`src/rtl/clk_rst_seq_if.sv`:
```
// clk_rst_seq_if: PLL status/control and staged reset bundle for clk_rst_seq.
// master is the sequencer side, slave is the PLL / reset-consumer side.
interface clk_rst_seq_if #(
    parameter int NUM_RST = 4,
    parameter int CNT_W   = 8
);
    logic               locked;
    logic               sw_rst_req;
    logic               pll_rst;
    logic [NUM_RST-1:0] rst_out;
    logic               all_released;
    logic [CNT_W-1:0]   lock_loss_cnt;
    modport master (input locked, sw_rst_req, output pll_rst, rst_out, all_released, lock_loss_cnt);
    modport slave (output locked, sw_rst_req, input pll_rst, rst_out, all_released, lock_loss_cnt);
endinterface

```
`src/rtl/clk_rst_seq.sv`:
```
// clk_rst_seq: PLL reset/lock qualifier releasing NUM_RST staged resets in index order.
// Define CLK_RST_SEQ_LOSS_CNT_EN to build the saturating lock-loss counter; otherwise it reads 0.
module clk_rst_seq #(
    parameter int NUM_RST        = 4,
    parameter int LOCK_FILTER    = 64,
    parameter int STAGE_DLY      = 16,
    parameter int LOCK_TIMEOUT   = 4096,
    parameter int PLL_RST_CYCLES = 8,
    parameter int CNT_W          = 8
) (
    input logic           clk_in1,
    input logic           reset,
    clk_rst_seq_if.master b
);
    localparam int REL_CYCLES = NUM_RST * STAGE_DLY;
    localparam int SEQ_MAX    = REL_CYCLES > PLL_RST_CYCLES ? REL_CYCLES : PLL_RST_CYCLES;
    localparam int SEQ_W      = $clog2(SEQ_MAX + 1);
    localparam int FILT_W     = $clog2(LOCK_FILTER + 1);
    localparam int TMO_W      = $clog2(LOCK_TIMEOUT + 1);

    typedef enum logic [1:0] {PLL_RST, WAIT_LOCK, RELEASE, RUN} state_t;

    state_t             state;
    logic               locked_m, locked_s;
    logic [SEQ_W-1:0]   seq_cnt, seq_nxt;
    logic [FILT_W-1:0]  filt_cnt;
    logic [TMO_W-1:0]   tmo_cnt;
    logic               pll_rst_q, all_rel_q;
    logic [NUM_RST-1:0] rst_q;
    logic               active, loss;

    assign active  = state == RELEASE || state == RUN;
    assign loss    = active && !locked_s;
    assign seq_nxt = seq_cnt + SEQ_W'(1);

    always_ff @(posedge clk_in1 or posedge reset)
        if (reset) {locked_s, locked_m} <= '0;
        else {locked_s, locked_m} <= {locked_m, b.locked};

    // seq_cnt times the PLL reset pulse in PLL_RST and the release ladder in RELEASE
    always_ff @(posedge clk_in1 or posedge reset) begin
        if (reset) begin
            state     <= PLL_RST;
            seq_cnt   <= '0;
            filt_cnt  <= '0;
            tmo_cnt   <= '0;
            pll_rst_q <= 1'b1;
            rst_q     <= '1;
            all_rel_q <= 1'b0;
        end else if (loss) begin
            state     <= PLL_RST;
            seq_cnt   <= '0;
            pll_rst_q <= 1'b1;
            rst_q     <= '1;
            all_rel_q <= 1'b0;
        end else if (active && b.sw_rst_req) begin
            state     <= WAIT_LOCK;
            filt_cnt  <= '0;
            tmo_cnt   <= '0;
            rst_q     <= '1;
            all_rel_q <= 1'b0;
        end else begin
            case (state)
                PLL_RST: begin
                    seq_cnt <= seq_nxt;
                    if (seq_cnt == SEQ_W'(PLL_RST_CYCLES - 1)) begin
                        state     <= WAIT_LOCK;
                        pll_rst_q <= 1'b0;
                        filt_cnt  <= '0;
                        tmo_cnt   <= '0;
                    end
                end
                WAIT_LOCK: begin
                    filt_cnt <= locked_s ? filt_cnt + FILT_W'(1) : '0;
                    tmo_cnt  <= tmo_cnt + TMO_W'(1);
                    // a completing filter takes priority over a coincident timeout
                    if (locked_s && filt_cnt == FILT_W'(LOCK_FILTER - 1)) begin
                        state   <= RELEASE;
                        seq_cnt <= '0;
                    end else if (tmo_cnt == TMO_W'(LOCK_TIMEOUT - 1)) begin
                        state     <= PLL_RST;
                        seq_cnt   <= '0;
                        pll_rst_q <= 1'b1;
                    end
                end
                RELEASE: begin
                    seq_cnt <= seq_nxt;
                    for (int k = 0; k < NUM_RST; k++)
                        if (seq_nxt == SEQ_W'((k + 1) * STAGE_DLY)) rst_q[k] <= 1'b0;
                    if (seq_nxt == SEQ_W'(REL_CYCLES)) begin
                        state     <= RUN;
                        all_rel_q <= 1'b1;
                    end
                end
                default: ;
            endcase
        end
    end

    assign b.pll_rst      = pll_rst_q;
    assign b.rst_out      = rst_q;
    assign b.all_released = all_rel_q;

`ifdef CLK_RST_SEQ_LOSS_CNT_EN
    logic [CNT_W-1:0] loss_cnt;

    always_ff @(posedge clk_in1 or posedge reset)
        if (reset) loss_cnt <= '0;
        else if (loss && !(&loss_cnt)) loss_cnt <= loss_cnt + CNT_W'(1);

    assign b.lock_loss_cnt = loss_cnt;
`else
    assign b.lock_loss_cnt = CNT_W'(0);
`endif
endmodule
```
`src/flat_wrapper.sv`:
```
// flat-port wrapper written by rule: the top's interface ports become plain ports
module clk_rst_seq_flat 
#(
    parameter int NUM_RST        = 4,
    parameter int LOCK_FILTER    = 64,
    parameter int STAGE_DLY      = 16,
    parameter int LOCK_TIMEOUT   = 4096,
    parameter int PLL_RST_CYCLES = 8,
    parameter int CNT_W          = 8
)
  (clk_in1, reset, b_locked, b_sw_rst_req, b_pll_rst, b_rst_out, b_all_released, b_lock_loss_cnt);
  clk_rst_seq_if #(.NUM_RST(NUM_RST), .CNT_W(CNT_W)) b_i ();
  input logic clk_in1;
  input logic reset;
  input wire logic [$bits(b_i.locked)-1:0] b_locked;
  input wire logic [$bits(b_i.sw_rst_req)-1:0] b_sw_rst_req;
  output wire logic [$bits(b_i.pll_rst)-1:0] b_pll_rst;
  output wire logic [$bits(b_i.rst_out)-1:0] b_rst_out;
  output wire logic [$bits(b_i.all_released)-1:0] b_all_released;
  output wire logic [$bits(b_i.lock_loss_cnt)-1:0] b_lock_loss_cnt;
  assign b_i.locked = b_locked;
  assign b_i.sw_rst_req = b_sw_rst_req;
  assign b_pll_rst = b_i.pll_rst;
  assign b_rst_out = b_i.rst_out;
  assign b_all_released = b_i.all_released;
  assign b_lock_loss_cnt = b_i.lock_loss_cnt;
  clk_rst_seq #(.NUM_RST(NUM_RST), .LOCK_FILTER(LOCK_FILTER), .STAGE_DLY(STAGE_DLY), .LOCK_TIMEOUT(LOCK_TIMEOUT), .PLL_RST_CYCLES(PLL_RST_CYCLES), .CNT_W(CNT_W)) u_core (.clk_in1(clk_in1), .reset(reset), .b(b_i));
endmodule
```
`config.mk`:
```
export PLATFORM = sky130hd
export DESIGN_NAME = clk_rst_seq_flat
export DESIGN_NICKNAME = d
export VERILOG_FILES = /design/src/rtl/clk_rst_seq_if.sv /design/src/rtl/clk_rst_seq.sv /design/src/flat_wrapper.sv
export SDC_FILE = /design/constraint.sdc
export NUM_CORES = 1
export LEC_CHECK = 0
export ABC_AREA = 1
export BUFFER_PORTS_ARGS = -buffer_cell sky130_fd_sc_hd__buf_2
export CAP_MARGIN = 0
export CORE_MARGIN = 8
export CORE_UTILIZATION = 60
export DETAILED_ROUTE_END_ITERATION = 6
export PLACE_DENSITY = 0.76
export SYNTH_ARGS = -nofsm -noshare
export SYNTH_HDL_FRONTEND = slang
export SYNTH_SLANG_ARGS = --single-unit
```
`constraint.sdc`:
```
create_clock -name clk_in1 -period 2.36 [get_ports clk_in1]
set_clock_uncertainty 0.15 [all_clocks]
set_input_delay 0.354 -clock clk_in1 [delete_from_list [all_inputs] [get_ports clk_in1]]
set_output_delay 0.354 -clock clk_in1 [all_outputs]
set_load 0.005 [all_outputs]
```
==> metrics.md, run 1 <==
| Metric | Value |
|---|---|
| Outcome | `finished, final reports clean` |
| Drt initial violations | `103` |
| # resized after CTS | `0` |
| Top delay family on crit path | `simple AND/OR/NAND/NOR gates` |
| Layout cells sized above 1 | `0.169` |
| Top cell type's share of synthesized area | `0.353` |
| Register share of total power | `0.582` |
| Syn. warnings | `0` |
| Tmin final | `2210 ps` |
| Setup TNS | `0 ps` |
| Fillers | `321` |
| CTS Sinks | `37` |
| N_diodes | `0` |
| Fin. Hold Viols | `0` |
| CTS buffer count | `5` |
| Crit path buf inv count | `3` |
| Clock network fraction of design power | `0.387` |
| Area delta synth->final | `6.45%` |
| Tightest Hold Check Type | `in2async` |
| Htree depth | `2` |
| Overall routing resource usage | `0.159` |
| Post-synth EDFFs | `0` |
| Share of flip-flops with an asynchronous set or reset | `1.00` |
| Overflow after GRT | `0` |
| Initial antenna violation count | `0` |
| Comb power frac | `0.031` |
| Post-synth cell types | `27` |
| Die height | `77.5 µm` |
| Synth Area per Inst | `7.64 µm²` |
| ANT nets after route | `0` |
| Multi-input combinational cell area | `1130 µm²` |
| Largest net degree at the start of global routing | `38` |
| Row cnt | `22` |
| Switching power summed over all nets | `0.000256 W` |
| Leak | `1.23 nW` |
| CTS clk-pin slew, worst paths | `80 ps` |
| DIE AREA | `6010 µm²` |
| Setup crit start kind | `register` |
| Pins Over Slew Limit | `0` |
| Synth area leaders | `dfrtp_1 (35%), nand2_1 (12%), nand3_1 (6.4%), dfstp_2 (5.8%), inv_1 (4.5%)` |
| IO Count | `18` |
| # DRC | `0` |
| CP Class | `reg2reg` |
| RSZ-0062 raised after global routing | `no` |
| Total Nets Final | `323` |
| Crit end category | `register` |
| Period utilisation layout | `0.934` |
| Synth cell count leaders | `nand2_1 (73), dfrtp_1 (32), nand3_1 (29), inv_1 (27), nor2_1 (25)` |
| Register area | `932 µm²` |
| TritonCTS clock tree | `done` |
| Initial Util | `0.620` |
| Pint | `0.000853 W` |
| Vias | `1902` |
| TritonRoute pass-1 iters | `4` |
| Die width | `77.5 µm` |
| Max stage delay on crit path | `440 ps` |
| Final setup vio count | `0` |
| Critical-path cell list | `inv_1 -> ha_1 -> inv_2 -> nand2_2 -> nand2_2 -> inv_2 -> o21ai_1 -> nand2_2 -> a21oi_1 -> a21oi_1` |
| CP Max Fanout | `13` |
| Cts hold-fix bufs | `0` |
| Synth Flop Type | `dfrtp_1` |
| Post-Route WL | `4.51 mm` |
| First-pass GRT wire length | `7.89 mm` |
| Dpl cells | `353` |
| Final Wtd Congestion | `0.885` |
| Clk_lat worst skew | `290 ps` |
| Drt wl/cell | `12.5 µm` |
| Vias in the first global route | `1788` |
| IO Port Bufs | `9` |
| Synth Instances | `297` |
| #FFs+latches synth | `37` |
| Most frequent CP cell | `nand2_2` |
| Vias per inst | `5.27` |
| Power density over the cells | `459 nW/µm²` |
| Post-synth top area cell | `dfrtp_1` |
| WP data required | `2380 ps` |
| DPL Wire Length | `3.39 mm` |
| CP max stage cell | `dfrtp_1` |
| Max cap viols | `0` |
| Most common cell in the netlist | `nand2_1` |
| Fmax | `453 MHz` |
| CTS root buf | `clkbuf_8` |
| Mapped Area | `2270 µm²` |
| Final cell count without fillers | `361` |
| Clock tree buffer depth | `2` |
| Peak VDD IR | `363 µV` |
| Seq/Total Area, Yosys | `0.411` |
| CP arrival | `2230 ps` |
| Total power | `0.00111 W` |
| Sw frac | `0.231` |
| Hold WS | `5.23 ps` |
| Core Region | `3660 µm²` |
| Post-CTS Setup Repair Bufs | `0` |
[power by group through the flow]
stage | Combinational [W] | Clock (W) | Sequential [W]
after floorplan | 0.0000337 | 0 | 0.000656
after global placement | 0.0000340 | 0 | 0.000657
after detailed placement | 0.0000352 | 0 | 0.000657
after CTS | 0.0000351 | 0.000433 | 0.000646
after global routing | 0.0000419 | 0.000457 | 0.000647
final | 0.0000346 | 0.000429 | 0.000646
[worst register-to-register path: stages, from the launching register on]
cell and delay [ps]:
dfrtp_1 440, inv_1 90, ha_1 250, inv_2 110, nand2_2 80, nand2_2 170, inv_2 80, o21ai_1 210
nand2_2 240, a21oi_1 220, a21oi_1 60
[cell type report]
type	count	area share
timing repair buffer	12	0.0280
clock buffer	6	0.0300
clock inverter	2	0.00414
tap	48	0.0249
multi-input combinational	218	0.468
inverter	38	0.0590
sequential	37	0.386
[logic make-up after synthesis]
| logic type | Yosys count | share of synthesized area |
|---|---|---|
| AOI/OAI and AO/OA | 48 | 0.129 |
| xor gates and xnor gates | 8 | 0.0309 |
| adders and majority gates | 7 | 0.0386 |
| buffers and inverters | 49 | 0.103 |
| DFF | 37 | 0.411 |
| other | 1 | 0.00165 |
| and+or+nand+nor | 147 | 0.287 |
[flip-flops by register name, summed over array words and instances (netlist names)]
signal                 count
u_core.tmo_cnt            13
u_core.filt_cnt            7
u_core.seq_cnt             7
u_core.b.rst_out           4
u_core.state               2
u_core.b.all_released      1
u_core.b.pll_rst           1
u_core.locked_m            1
u_core.locked_s            1
[per-layer routing]
metal | vias to the layer above | track usage | wire (µm)
li1 | 977 | - | -
met3 | 6 | 0.0334 | 166
met1 | 886 | 0.204 | 2200
met4 | 0 | 0.0736 | 70
met2 | 33 | 0.251 | 2080
met5 | - | 0 | 0
[path summary, 6_finish.rpt]
kind	to	startpoint	depth (start not counted)	slack, ps
min	u_core.tmo_cnt[5]	reset	3	5
max in group asynchronous	u_core.b.pll_rst	reset	3	1700
max reg2reg	u_core.seq_cnt[2]	u_core.state[0]	10	150
min reg2reg	u_core.locked_s	u_core.locked_m	0	210
max	u_core.seq_cnt[2]	u_core.state[0]	10	150
min in group clk_in1	u_core.locked_m	b_locked	1	20
[through the flow]
step           area [µm²]   util  worst slack [ps]
3_5_place_dp         2330  0.637               236
3_3_place_gp         2330  0.637               326
4_1_cts              2420  0.660               190
6_report             2420  0.660               155
5_1_grt              2420  0.660              59.1
2_1_floorplan        2300      -               499
[cell usage in the layout (no fill, tap or decap), drive strengths merged]
cell,n
o22ai,2
nand4,6
nor3,4
conb,8
clkinv,2
nor2,28
ha,7
o21ai,29
dfrtp,32
xor2,7
xnor2,1
a21boi,1
clkbuf,6
dfstp,5
o21a,1
nand2,78
buf,12
inv,38
a21oi,15
nand3,31
No activity file was read; power rests on OpenSTA's default activity.
==> run 2: changes to the inputs <==
CORE_UTILIZATION = 55   (was 60)
PLACE_DENSITY = 0.7   (was 0.76)
==> metrics.md, run 2 (synthesis gave the netlist of run 1 again) <==
| Metric | Value |
|---|---|
| CP arrival | `2180 ps (-50 ps)` |
| Comb power frac | `0.027 (-0.004)` |
| Register share of total power | `0.515 (-0.067)` |
| Fin. Hold Viols | `0 (unchanged)` |
| WP data required | `2390 ps (about the same)` |
| Final setup vio count | `0 (unchanged)` |
| IO Count | `18 (unchanged)` |
| RSZ-0062 raised after global routing | `no` |
| CP max stage cell | `dfrtp_1` |
| Setup TNS | `0 ps (unchanged)` |
| First-pass GRT wire length | `7.84 mm (-0.70%)` |
| Crit path from | `u_core.state[0]` |
| Max stage delay on crit path | `440 ps (about the same)` |
| Htree depth | `2 (unchanged)` |
| Initial Util | `0.567 (-0.0526)` |
| Final Wtd Congestion | `0.890 (+0.54%)` |
| ANT nets after route | `0 (unchanged)` |
| # DRC | `0 (unchanged)` |
| Clk_lat worst skew | `290 ps (about the same)` |
| Most frequent CP cell | `nand2_2` |
| DR top layer | `met4` |
| Fmax | `464 MHz (+2.4%)` |
| Post-CTS Setup Repair Bufs | `0 (unchanged)` |
| Drt wl/cell | `12.5 µm (-0.40%)` |
| Area delta synth->final | `8.21%` |
| DIE AREA | `6440 µm² (+7.2%)` |
| Met3 wire len | `250 µm (+51%)` |
| Sw frac | `0.208 (-0.0230)` |
| TritonCTS clock tree | `done` |
| Switching power summed over all nets | `0.000260 W (+1.6%)` |
| Row cnt | `23 (+4.5%)` |
| M1 wire length | `2.20 mm (about the same)` |
| Outcome | `finished, final reports clean` |
| Max cap viols | `0 (unchanged)` |
| Largest registers | `u_core.tmo_cnt x13, u_core.filt_cnt x7, u_core.seq_cnt x7` |
| Leak | `1.24 nW (+1.0%)` |
| CTS buffer count | `5 (unchanged)` |
| CTS clk-pin slew, worst paths | `80 ps (about the same)` |
| Core Region | `4000 µm² (+9.3%)` |
| TritonRoute pass-1 iters | `4 (unchanged)` |
| Commonest non-fill, non-tap cell in the layout | `nand2_1` |
| Vias per inst | `5.22 (-0.97%)` |
| Fillers | `381 (+19%)` |
| DPL Wire Length | `3.40 mm (+0.23%)` |
| Max FFs per register | `13 (unchanged)` |
| Crit end category | `register` |
| Vias | `1894 (-0.42%)` |
| Die height | `80.2 µm (+3.5%)` |
| PnR worst setup slack | `206 ps (+51.8 ps)` |
| Drt initial violations | `121 (+17%)` |
| Layout cells sized above 1 | `0.173 (+0.00319)` |
| Period utilisation layout | `0.913 (-0.0219)` |
| Tightest Hold Check Type | `in2async` |
| Worst slack at placement | `237 ps (+0.881 ps)` |
| Vias in the first global route | `1721 (-3.7%)` |
| Post-Route WL | `4.52 mm (+0.16%)` |
| Overall routing resource usage | `0.152 (-0.00749)` |
| Total Nets Final | `323 (unchanged)` |
| Most frequent cells in the layout | `nand2_1 (73), dfrtp_1 (32), nand3_1 (29)` |
| # resized after CTS | `0 (unchanged)` |
| Clock network fraction of design power | `0.457 (+0.070)` |
| WL met2 | `2.05 mm (-1.4%)` |
| CTS root buf | `clkbuf_8` |
| Die width | `80.2 µm (+3.5%)` |
| Pins Over Slew Limit | `0 (unchanged)` |
| Final cell count without fillers | `363 (+0.55%)` |
| Largest net degree at the start of global routing | `38 (unchanged)` |
| Clock tree buffer depth | `2 (unchanged)` |
| Pint | `0.000992 W (+16%)` |
| Peak VDD IR | `308 µV (-15%)` |
| Cts hold-fix bufs | `0 (unchanged)` |
| CP Max Fanout | `13 (unchanged)` |
| IO Port Bufs | `9 (unchanged)` |
| N_diodes | `0 (unchanged)` |
| Largest reg by FF count | `u_core.tmo_cnt` |
| FF-to-FF Start | `u_core.state[0]` |
| Dpl cells | `355 (+0.57%)` |
| CP Class | `reg2reg` |
| Power density over the cells | `510 nW/µm² (+11%)` |
| Overflow after GRT | `0 (unchanged)` |
| Initial antenna violation count | `0 (unchanged)` |
| Tmin final | `2150 ps (-51.8 ps)` |
| CTS Sinks | `37 (unchanged)` |
| Critical-path cell list | `inv_1 -> ha_1 -> inv_2 -> nand2_2 -> nand2_2 -> inv_2 -> o21ai_1 -> nand2_2 -> a21oi_1 -> a21oi_1` |
| Setup crit start kind | `register` |
-- run 2: through the flow --
| step | total power, W | hold slack [ps] | area (µm²) | utilization |
|---|---|---|---|---|
| 4_1_cts | 0.00127 | 3.88 | 2460 | 0.614 |
| 2_1_floorplan | 0.000690 | 181 | 2300 | - |
| 6_report | 0.00125 | 1.56 | 2460 | 0.614 |
| 5_1_grt | 0.00131 | 5.77 | 2460 | 0.614 |
| 3_5_place_dp | 0.000693 | 192 | 2340 | 0.584 |
| 3_3_place_gp | 0.000692 | 184 | 2340 | 0.584 |
-- run 2: final cells by class --
type	instances	area, µm²	share of cell area
well taps	50	62.6	0.0255
clock buffers	6	82.6	0.0336
clock inverters	2	37.5	0.0153
flip-flops and latches	37	932	0.380
repair buffers	12	67.6	0.0275
multi-input cells	218	1130	0.461
inverters	38	143	0.0581
-- run 2: final timing paths --
path | slack [ps] | depth (start not counted) | to
worst min register to register | 200 | 0 | u_core.locked_s
max in group asynchronous | 1710 | 3 | u_core.b.pll_rst
min in group clk_in1 | 20 | 1 | u_core.locked_m
worst max register to register | 210 | 10 | u_core.seq_cnt[2]
worst max-delay path | 210 | 10 | u_core.seq_cnt[2]
worst min-delay path | 2 | 3 | u_core.tmo_cnt[9]
-- run 2: power by group through the flow --
stage          clock network (W)   logic, W  registers [W]
3_5_place_dp                   0  0.0000355       0.000657
3_3_place_gp                   0  0.0000343       0.000657
2_1_floorplan                  0  0.0000337       0.000656
4_1_cts                 0.000591  0.0000354       0.000645
6_report                0.000573  0.0000343       0.000646
5_1_grt                 0.000619  0.0000409       0.000647
-- run 2: routing by layer --
layer | GRT usage | vias to the layer above
met4 | 0.0491 | 0
met1 | 0.212 | 869
li1 | - | 978
met5 | 0 | -
met3 | 0.0413 | 2
met2 | 0.220 | 45
-- run 2: critical path, delay by kind of cell, from the launching register on --
kind	cells	cell delay, ps
DFF	1	440
buffers and inverters	3	290
AOI/OAI and AO/OA	3	430
adders and majority gates	1	250
and+or+nand+nor	3	490
==> run 3: changes to the inputs <==
CORE_UTILIZATION = 58   (was 55)
PLACE_DENSITY = 0.73   (was 0.7)
==> metrics.md, run 3 (synthesis gave the netlist of run 1 again) <==
| Metric | Value |
|---|---|
| Outcome | `finished, final reports clean` |
| First-pass GRT wire length | `8.27 mm (+5.5%)` |
| CP Max Fanout | `8 (-5)` |
| Initial Util | `0.611 (+0.0434)` |
| TritonCTS clock tree | `done` |
| Die width | `78.6 µm (-2.1%)` |
| PnR worst setup slack | `192 ps (-14.2 ps)` |
| Drt initial violations | `136 (+12%)` |
| Max cap viols | `0 (unchanged)` |
| Fin. Hold Viols | `0 (unchanged)` |
| CTS clk-pin slew, worst paths | `80 ps (about the same)` |
| Htree depth | `2 (unchanged)` |
| Tmin final | `2170 ps (+14.2 ps)` |
| CP Class | `reg2reg` |
| Clock tree buffer depth | `2 (unchanged)` |
| CTS buffer count | `5 (unchanged)` |
| Drt wl/cell | `12.8 µm (+2.8%)` |
| Util after Layout | `0.653 (+0.0388)` |
| Max FFs per register | `13 (unchanged)` |
| CP arrival | `2230 ps (+50 ps)` |
| Final Wtd Congestion | `0.856 (-3.8%)` |
| Core Region | `3720 µm² (-7.1%)` |
| Post-Route WL | `4.62 mm (+2.2%)` |
| Pins Over Slew Limit | `0 (unchanged)` |
| Largest net degree at the start of global routing | `38 (unchanged)` |
| DPL Wire Length | `3.44 mm (+1.2%)` |
| R2R cell count | `10 (unchanged)` |
| Total Nets Final | `323 (unchanged)` |
| CTS Sinks | `37 (unchanged)` |
| Setup slack, reg-to-reg | `190 ps (about the same)` |
| Final setup vio count | `0 (unchanged)` |
| Power density over the cells | `458 nW/µm² (-10%)` |
| # DRC | `0 (unchanged)` |
| DIE AREA | `6170 µm² (-4.2%)` |
| Row cnt | `22 (-4.3%)` |
| N_diodes | `0 (unchanged)` |
| Tightest Hold Check Type | `in2async` |
| IO Port Bufs | `9 (unchanged)` |
| Area delta synth->final | `6.89%` |
| WP data required | `2420 ps (+30 ps)` |
| FF-to-FF Start | `u_core.state[0]` |
| Largest registers | `u_core.tmo_cnt x13, u_core.filt_cnt x7, u_core.seq_cnt x7` |
| IO Count | `18 (unchanged)` |
| Commonest non-fill, non-tap cell in the layout | `nand2_1` |
| Period utilisation layout | `0.919 (+0.00601)` |
| Overall routing resource usage | `0.164 (+0.0119)` |
| ANT nets after route | `0 (unchanged)` |
| Worst slack at placement | `196 ps (-41.0 ps)` |
| Reg2reg end | `u_core.filt_cnt[6]` |
| Layout cells sized above 1 | `0.176 (+0.00319)` |
| Die height | `78.6 µm (-2.1%)` |
| Vias in the first global route | `1848 (+7.4%)` |
| RSZ-0062 raised after global routing | `no` |
| Vias | `1896 (+0.11%)` |
| Vias per inst | `5.25 (+0.66%)` |
| TritonRoute pass-1 iters | `4 (unchanged)` |
| Overflow after GRT | `0 (unchanged)` |
| Setup crit start kind | `register` |
| Largest reg by FF count | `u_core.tmo_cnt` |
| Initial antenna violation count | `0 (unchanged)` |
| CTS root buf | `clkbuf_8` |
| Leak | `1.23 nW (-0.92%)` |
| Total power | `0.00111 W (-11%)` |
| Fmax | `461 MHz (-0.65%)` |
| Peak VDD IR | `471 µV (+53%)` |
| Crit end category | `register` |
| Clk_lat worst skew | `290 ps (about the same)` |
| Setup TNS | `0 ps (unchanged)` |
| Most frequent cells in the layout | `nand2_1 (73), dfrtp_1 (31), nand3_1 (29)` |
-- run 3: per-layer routing --
layer | vias up | part of all wire | track usage
met1 | 880 | 0.49 | 0.218
met5 | - | 0 | 0
li1 | 974 | - | -
met2 | 37 | 0.44 | 0.248
met3 | 5 | 0.055 | 0.0433
met4 | 0 | 0.013 | 0.0611
-- run 3: layout make-up --
type	instances	area (µm²)
tap	48	60.1
timing repair buffer	12	67.6
sequential	37	933
fill	333	1290
clock buffer	5	68.8
clock inverter	3	17.5
inverter	38	143
multi-input combinational	218	1140
-- run 3: worst max-delay path, stage by stage, from the launching register on --
cell and delay [ps]:
dfrtp_2 410, inv_1 70, ha_1 240, inv_2 110, nand2_2 80, nand2_2 180
inv_2 80, nor2_4 160, nand4_1 240, buf_4 220, o21ai_0 150
-- run 3: repair_timing --
item,CTS,global route
hold buffers,0,0
resized for setup,0,2
setup endpoints to repair,0,2
setup buffers,0,1
-- run 3: power breakdown --
part	total [W]	internal [W]	switching, W
Clock	0.000432	0.000204	0.000228
Sequential	0.000646	0.000640	0.00000571
Combinational	0.0000344	0.00000865	0.0000257
Total	0.00111	0.000852	0.000260
-- run 3: worst max path at each step --
stage | from | endpoint | slack, ps | cells past startpoint
3_3_place_gp | u_core.state[0] | u_core.seq_cnt[2] | 260 | 10
6_report | u_core.state[0] | u_core.filt_cnt[6] | 190 | 10
4_1_cts | u_core.state[0] | u_core.seq_cnt[2] | 180 | 10
2_1_floorplan | u_core.state[0] | u_core.seq_cnt[0] | 500 | 11
3_5_place_dp | u_core.state[0] | u_core.seq_cnt[2] | 200 | 10
5_1_grt | u_core.state[0] | u_core.tmo_cnt[12] | 30 | 10
-- run 3: through the flow --
stage | std cells | area [µm²] | hold slack [ps]
final | 361 | 2430 | 1.01
after global routing | 361 | 2430 | 10.5
after CTS | 360 | 2410 | 15.8
after detailed placement | 352 | 2330 | 185
after global placement | 352 | 2330 | 182
after floorplan | 304 | 2300 | 181
